**src/rtl/serial_sub_pkg.sv**
```systemverilog
// Shared types and helpers for the bit-serial subtractor.
package serial_sub_pkg;

  typedef enum logic [1:0] {
    StIdle,
    StShift,
    StDone
  } state_e;

  // Bits needed to count 0..n-1 (minimum 1).
  function automatic int unsigned clog2(input int unsigned n);
    int unsigned r;
    r = 1;
    for (int unsigned i = 1; i < 32; i++) begin
      if ((64'd1 << i) < 64'(n)) r = i + 1;
    end
    return r;
  endfunction

endpackage

```
**src/rtl/full_sub.sv**
```systemverilog
// One-bit full subtractor: d = a - b - bin, with borrow out.
module full_sub (
  input  logic a,
  input  logic b,
  input  logic bin,
  output logic d,
  output logic bout
);

  assign d    = a ^ b ^ bin;
  assign bout = (~a & b) | (~(a ^ b) & bin);

endmodule

```
**src/rtl/serial_sub.sv**
```systemverilog
// Bit-serial subtractor, LSB first, one bit per clock.
// Define SERIAL_SUB_OVERFLOW_EN to add the signed-overflow output V.
module serial_sub
  import serial_sub_pkg::*;
#(
  parameter int unsigned N = 5
) (
  input  logic         clk,
  input  logic         rst,
  input  logic         start,
  input  logic [N-1:0] A,
  input  logic [N-1:0] B,
  output logic [N-1:0] O,
  output logic         Borrow,
  output logic         busy,
  output logic         done
`ifdef SERIAL_SUB_OVERFLOW_EN
  ,
  output logic         V
`endif
);

  localparam int unsigned CW = clog2(N);

  state_e          state_q;
  logic [CW-1:0]   cnt_q;
  logic [N-1:0]    a_q;
  logic [N-1:0]    b_q;
  logic [N-1:0]    o_q;
  logic            borrow_q;
  logic            busy_q;
  logic            done_q;
  logic            d;
  logic            bout;
`ifdef SERIAL_SUB_OVERFLOW_EN
  logic            v_q;
`endif

  full_sub u_full_sub (
    .a    (a_q[0]),
    .b    (b_q[0]),
    .bin  (borrow_q),
    .d    (d),
    .bout (bout)
  );

  always_ff @(posedge clk) begin
    if (rst) begin
      state_q  <= StIdle;
      cnt_q    <= '0;
      a_q      <= '0;
      b_q      <= '0;
      o_q      <= '0;
      borrow_q <= 1'b0;
      busy_q   <= 1'b0;
      done_q   <= 1'b0;
`ifdef SERIAL_SUB_OVERFLOW_EN
      v_q      <= 1'b0;
`endif
    end else begin
      done_q <= 1'b0;
      unique case (state_q)
        StIdle, StDone: begin
          if (start) begin
            a_q      <= A;
            b_q      <= B;
            cnt_q    <= '0;
            o_q      <= '0;
            borrow_q <= 1'b0;
            busy_q   <= 1'b1;
            state_q  <= StShift;
`ifdef SERIAL_SUB_OVERFLOW_EN
            v_q      <= 1'b0;
`endif
          end else begin
            state_q <= StIdle;
          end
        end
        StShift: begin
          // Difference bits enter at the MSB so the LSB lands at bit 0 after N shifts.
          a_q      <= a_q >> 1;
          b_q      <= b_q >> 1;
          o_q      <= {d, o_q[N-1:1]};
          borrow_q <= bout;
          cnt_q    <= cnt_q + CW'(1);
          if (cnt_q == CW'(N - 1)) begin
            cnt_q   <= '0;
            busy_q  <= 1'b0;
            done_q  <= 1'b1;
            state_q <= StDone;
`ifdef SERIAL_SUB_OVERFLOW_EN
            v_q     <= borrow_q ^ bout;
`endif
          end
        end
        default: state_q <= StIdle;
      endcase
    end
  end

  assign O      = o_q;
  assign Borrow = borrow_q;
  assign busy   = busy_q;
  assign done   = done_q;
`ifdef SERIAL_SUB_OVERFLOW_EN
  assign V      = v_q;
`endif

endmodule

```
**config.mk**
```make
export PLATFORM = sky130hd
export DESIGN_NAME = serial_sub
export DESIGN_NICKNAME = d
export VERILOG_FILES = /design/src/rtl/serial_sub_pkg.sv /design/src/rtl/full_sub.sv /design/src/rtl/serial_sub.sv
export SDC_FILE = /design/constraint.sdc
export NUM_CORES = 1
export LEC_CHECK = 0
export BUFFER_PORTS_ARGS = -buffer_cell sky130_fd_sc_hd__buf_4
export CORE_UTILIZATION = 55
export CTS_CLUSTER_DIAMETER = 30
export CTS_CLUSTER_SIZE = 12
export DETAILED_ROUTE_END_ITERATION = 7
export PLACE_DENSITY = 0.92
export SETUP_SLACK_MARGIN = 0.05
export SYNTH_ARGS = -nofsm -noshare
export SYNTH_HDL_FRONTEND = slang
export SYNTH_SLANG_ARGS = --single-unit
```
**constraint.sdc**
```tcl
create_clock -name clk -period 2.1 [get_ports clk]
set_clock_uncertainty 0.05 [all_clocks]
set_input_delay 0.42 -clock clk [delete_from_list [all_inputs] [get_ports clk]]
set_output_delay 0.42 -clock clk [all_outputs]
set_load 0.01 [all_outputs]
```
==> impl_metrics.py <==
metrics = {
    "critical_path": {
        "worst-path-stages": 4,
        "required_ns": 2.27,
        "start_kind": "register",
        "crit_chain": "nand2b_1 -> buf_4 -> nand2_1 -> a311oi_1",
        "worstReg2RegStart": "state_q[0]",
        "cp_slowest_cell": "dfxtp_1",
        "cp-endpoint": "cnt_q[2]",
        "critical_path_class": "reg2reg",
        "cp_max_fo": 11,
        "regToRegSetupSlack_ns": 0.55,
        "cp_num_buf_inv": 1,
        "worstRegToRegCells": 4,
        "cp_data_arrival_time_ns": 1.72,
        "critical-path-top-delay-family": "simple AND/OR/NAND/NOR gates",
        "crit_path_end_kind": "register",
        "worst_r2r_endpoint": "cnt_q[2]",
        "critPathMaxStageDelay_ns": 0.43,
        "cp-startpoint": "state_q[0]",
    },
    "drt": {
        "routed_wl_um": 1830,
        "drc": 0,
        "vias": 812,
        "post_drt_via_cell_ratio": 5.842,
        "avgRoutedWirePerCell_um": 13.17,
        "ant_nets": 0,
        "firstDrtPassIters": 4,
        "drtIter0Drc": 16,
    },
    "synth": {
        "ys.flop_type": "dfxtp_1",
        "avgSynthCellArea_um2": 8.747,
        "postSynthCellCount": 106,
        "synth_most_common_cell": "dfxtp_1",
        "yosysUniqueCellTypes": 21,
        "synth_area_um2": 927.1,
        "synth_top_cell_by_area": "dfxtp_1",
        "synth-seq-cells": 23,
        "ys_top_cells_by_count": "dfxtp_1 (23), nor3_1 (16), a21oi_1 (13)",
        "yosys_warnings": 0,
        "yosysSeqAreaShare_pct": 49.66,
        "synth_edf_count": 0,
        "yosysTopAreaCellShare_pct": 49.66,
        "syn-num-nets": 122,
        "ys_top_cells_by_area": "dfxtp_1 (50%), nor3_1 (8.6%), a21oi_1 (7.0%)",
        "ys_async_sr_fraction_pct": 0,
    },
    "cells_and_area": {
        "seqCellArea_um2": 460.4,
        "nets": 140,
        "num_antenna_cells": 0,
        "fin_util_pct": 70.54,
        "multi_input_area_um2": 404.1,
        "fillers": 126,
        "stdcell_count": 139,
        "area_growth_pct": 17.27,
        "drive_above_1_share_pct": 21.14,
    },
    "placed_design": {
        "gp_congestion": 0.7391,
        "dp_cells": 135,
        "port-buffer-count": 20,
        "dp_hpwl_um": 1229,
    },
    "clocking": {
        "cts_max_level": 1,
        "clk_latency_ns": 0.31,
        "root_buffer": "clkbuf_4",
        "cts_tree": "yes",
        "cts_hold_buf": 0,
        "cts_resized": 0,
        "clkTransAtPathRegs_ns": 0.12,
        "cts_buffers": 3,
        "cts.sinks": 23,
        "clock_path_buffers": 2,
        "post_cts_buffers": 0,
    },
    "power": {
        "power_density_mw_per_mm2": 743.2,
        "power.leakage_uw": 0.0004239,
        "peakVddDrop_uv": 604.9,
    },
    "grt": {
        "grt_max_degree": 25,
        "grt_pass1_wl_um": 3084,
        "track_usage_pct": 22.32,
        "antenna_found_initial": 0,
        "overflow": 0,
        "grt_pass1_vias": 739,
    },
    "sta": {
        "rsz0062_at_grt": "no",
        "hold_viol": 0,
        "tightest_slew_ns": 0.6964,
        "slew_viol_final": 0,
        "final.min_clock_period_ns": 1.550,
        "max_freq_mhz": 645.2,
        "post-route-period-util_pct": 73.81,
        "slew_headroom_pct": 53.48,
        "finalSetupTns_ns": 0,
        "finalSetupViolCount": 0,
    },
    "floorplanning": {
        "floorplan.initialDensity_pct": 60.15,
        "die_w_um": 43.06,
        "ios": 21,
        "rows": 14,
        "die_y_um": 43.06,
        "die_area_mm2": 0.001854,
        "core_mm2": 0.001541,
    },
    "flow_run": {
        "drv_cap": 0,
    },
    "hold_path": {
        "hold_path_class": "in2reg",
        "min_from": "B[4]",
    },
    "run_status": {
        "status": "complete, no violations",
    },
}
==> kinds of logic after synthesis <==
family	Yosys count	share of synthesized area [%]
AO/OA/AOI/OAI	24	14.84
AND/OR/NAND/NOR	44	23.89
buffers and inverters	12	6.747
flip-flops	23	49.66
adder cells (fa/ha/maj)	3	4.858
==> layer usage <==
metal / routed length, µm / GRT usage [%]
met1: 805 / 27.64
met2: 890 / 36.97
met4: 38 / 9.091
met3: 95 / 5.532
met5: 0 / 0
==> flip-flops by register name (all words and copies together), names as in the netlist <==
register	count
busy	1
Borrow	1
done	1
state_q	2
a_q	5
O	5
cnt_q	3
b_q	5
==> cells in the final DEF (no fill, tap or decap) <==
cell type and n:
o22ai_1 8, clkbuf_4 3, fa_1 1, or3_1 1
nor3_1 16, nor2b_1 2, nand3_1 11, buf_4 22
clkbuf_1 1, inv_1 3, a311oi_1 2, nand2b_4 1
o21ai_0 1, nand2b_1 2, a21oi_1 13, nand2_1 10
dfxtp_1 23, ha_1 2, nor2_1 1
==> how the worst min path moves through the flow <==
stage	endpoint	slack [ns]	depth (start not counted)
5_1_grt	a_q[4]	0.32	3
4_1_cts	a_q[4]	0.30	3
3_3_place_gp	O[0]	0.41	2
3_5_place_dp	a_q[4]	0.41	2
6_report	b_q[4]	0.31	3
2_1_floorplan	cnt_q[2]	0.39	1
==> worst min-delay path, stage by stage <==
cell     delay [ns]
buf_4          0.11
nand2_1        0.05
a21oi_1        0.06
==> layout make-up <==
cell class | count | share of cell area (%)
tap | 16 | 1.841
inverter | 3 | 1.036
clock buffer | 4 | 2.417
multi-input combinational | 71 | 37.17
sequential | 23 | 42.35
timing repair buffer | 22 | 15.19
==> per-stage QoR <==
step | worst slack, ns | total power [µW] | hold WS [ns] | area [µm²]
3_3_place_gp | 0.6022 | 614.0 | 0.4067 | 1061
5_1_grt | 0.4309 | 849.1 | 0.3171 | 1087
2_1_floorplan | 0.8269 | 581.5 | 0.3924 | 927.1
3_5_place_dp | 0.5076 | 619.0 | 0.4116 | 1061
6_report | 0.5500 | 808.1 | 0.3081 | 1087
4_1_cts | 0.5600 | 811.3 | 0.3042 | 1087
==> power breakdown <==
part	switching, µW	total [µW]	internal (µW)
combinational	71.7	130	58.5
clock	124	198	74.2
sequential	16.8	480	463
total	212	808	596
Power figures use the tool's default switching activity.
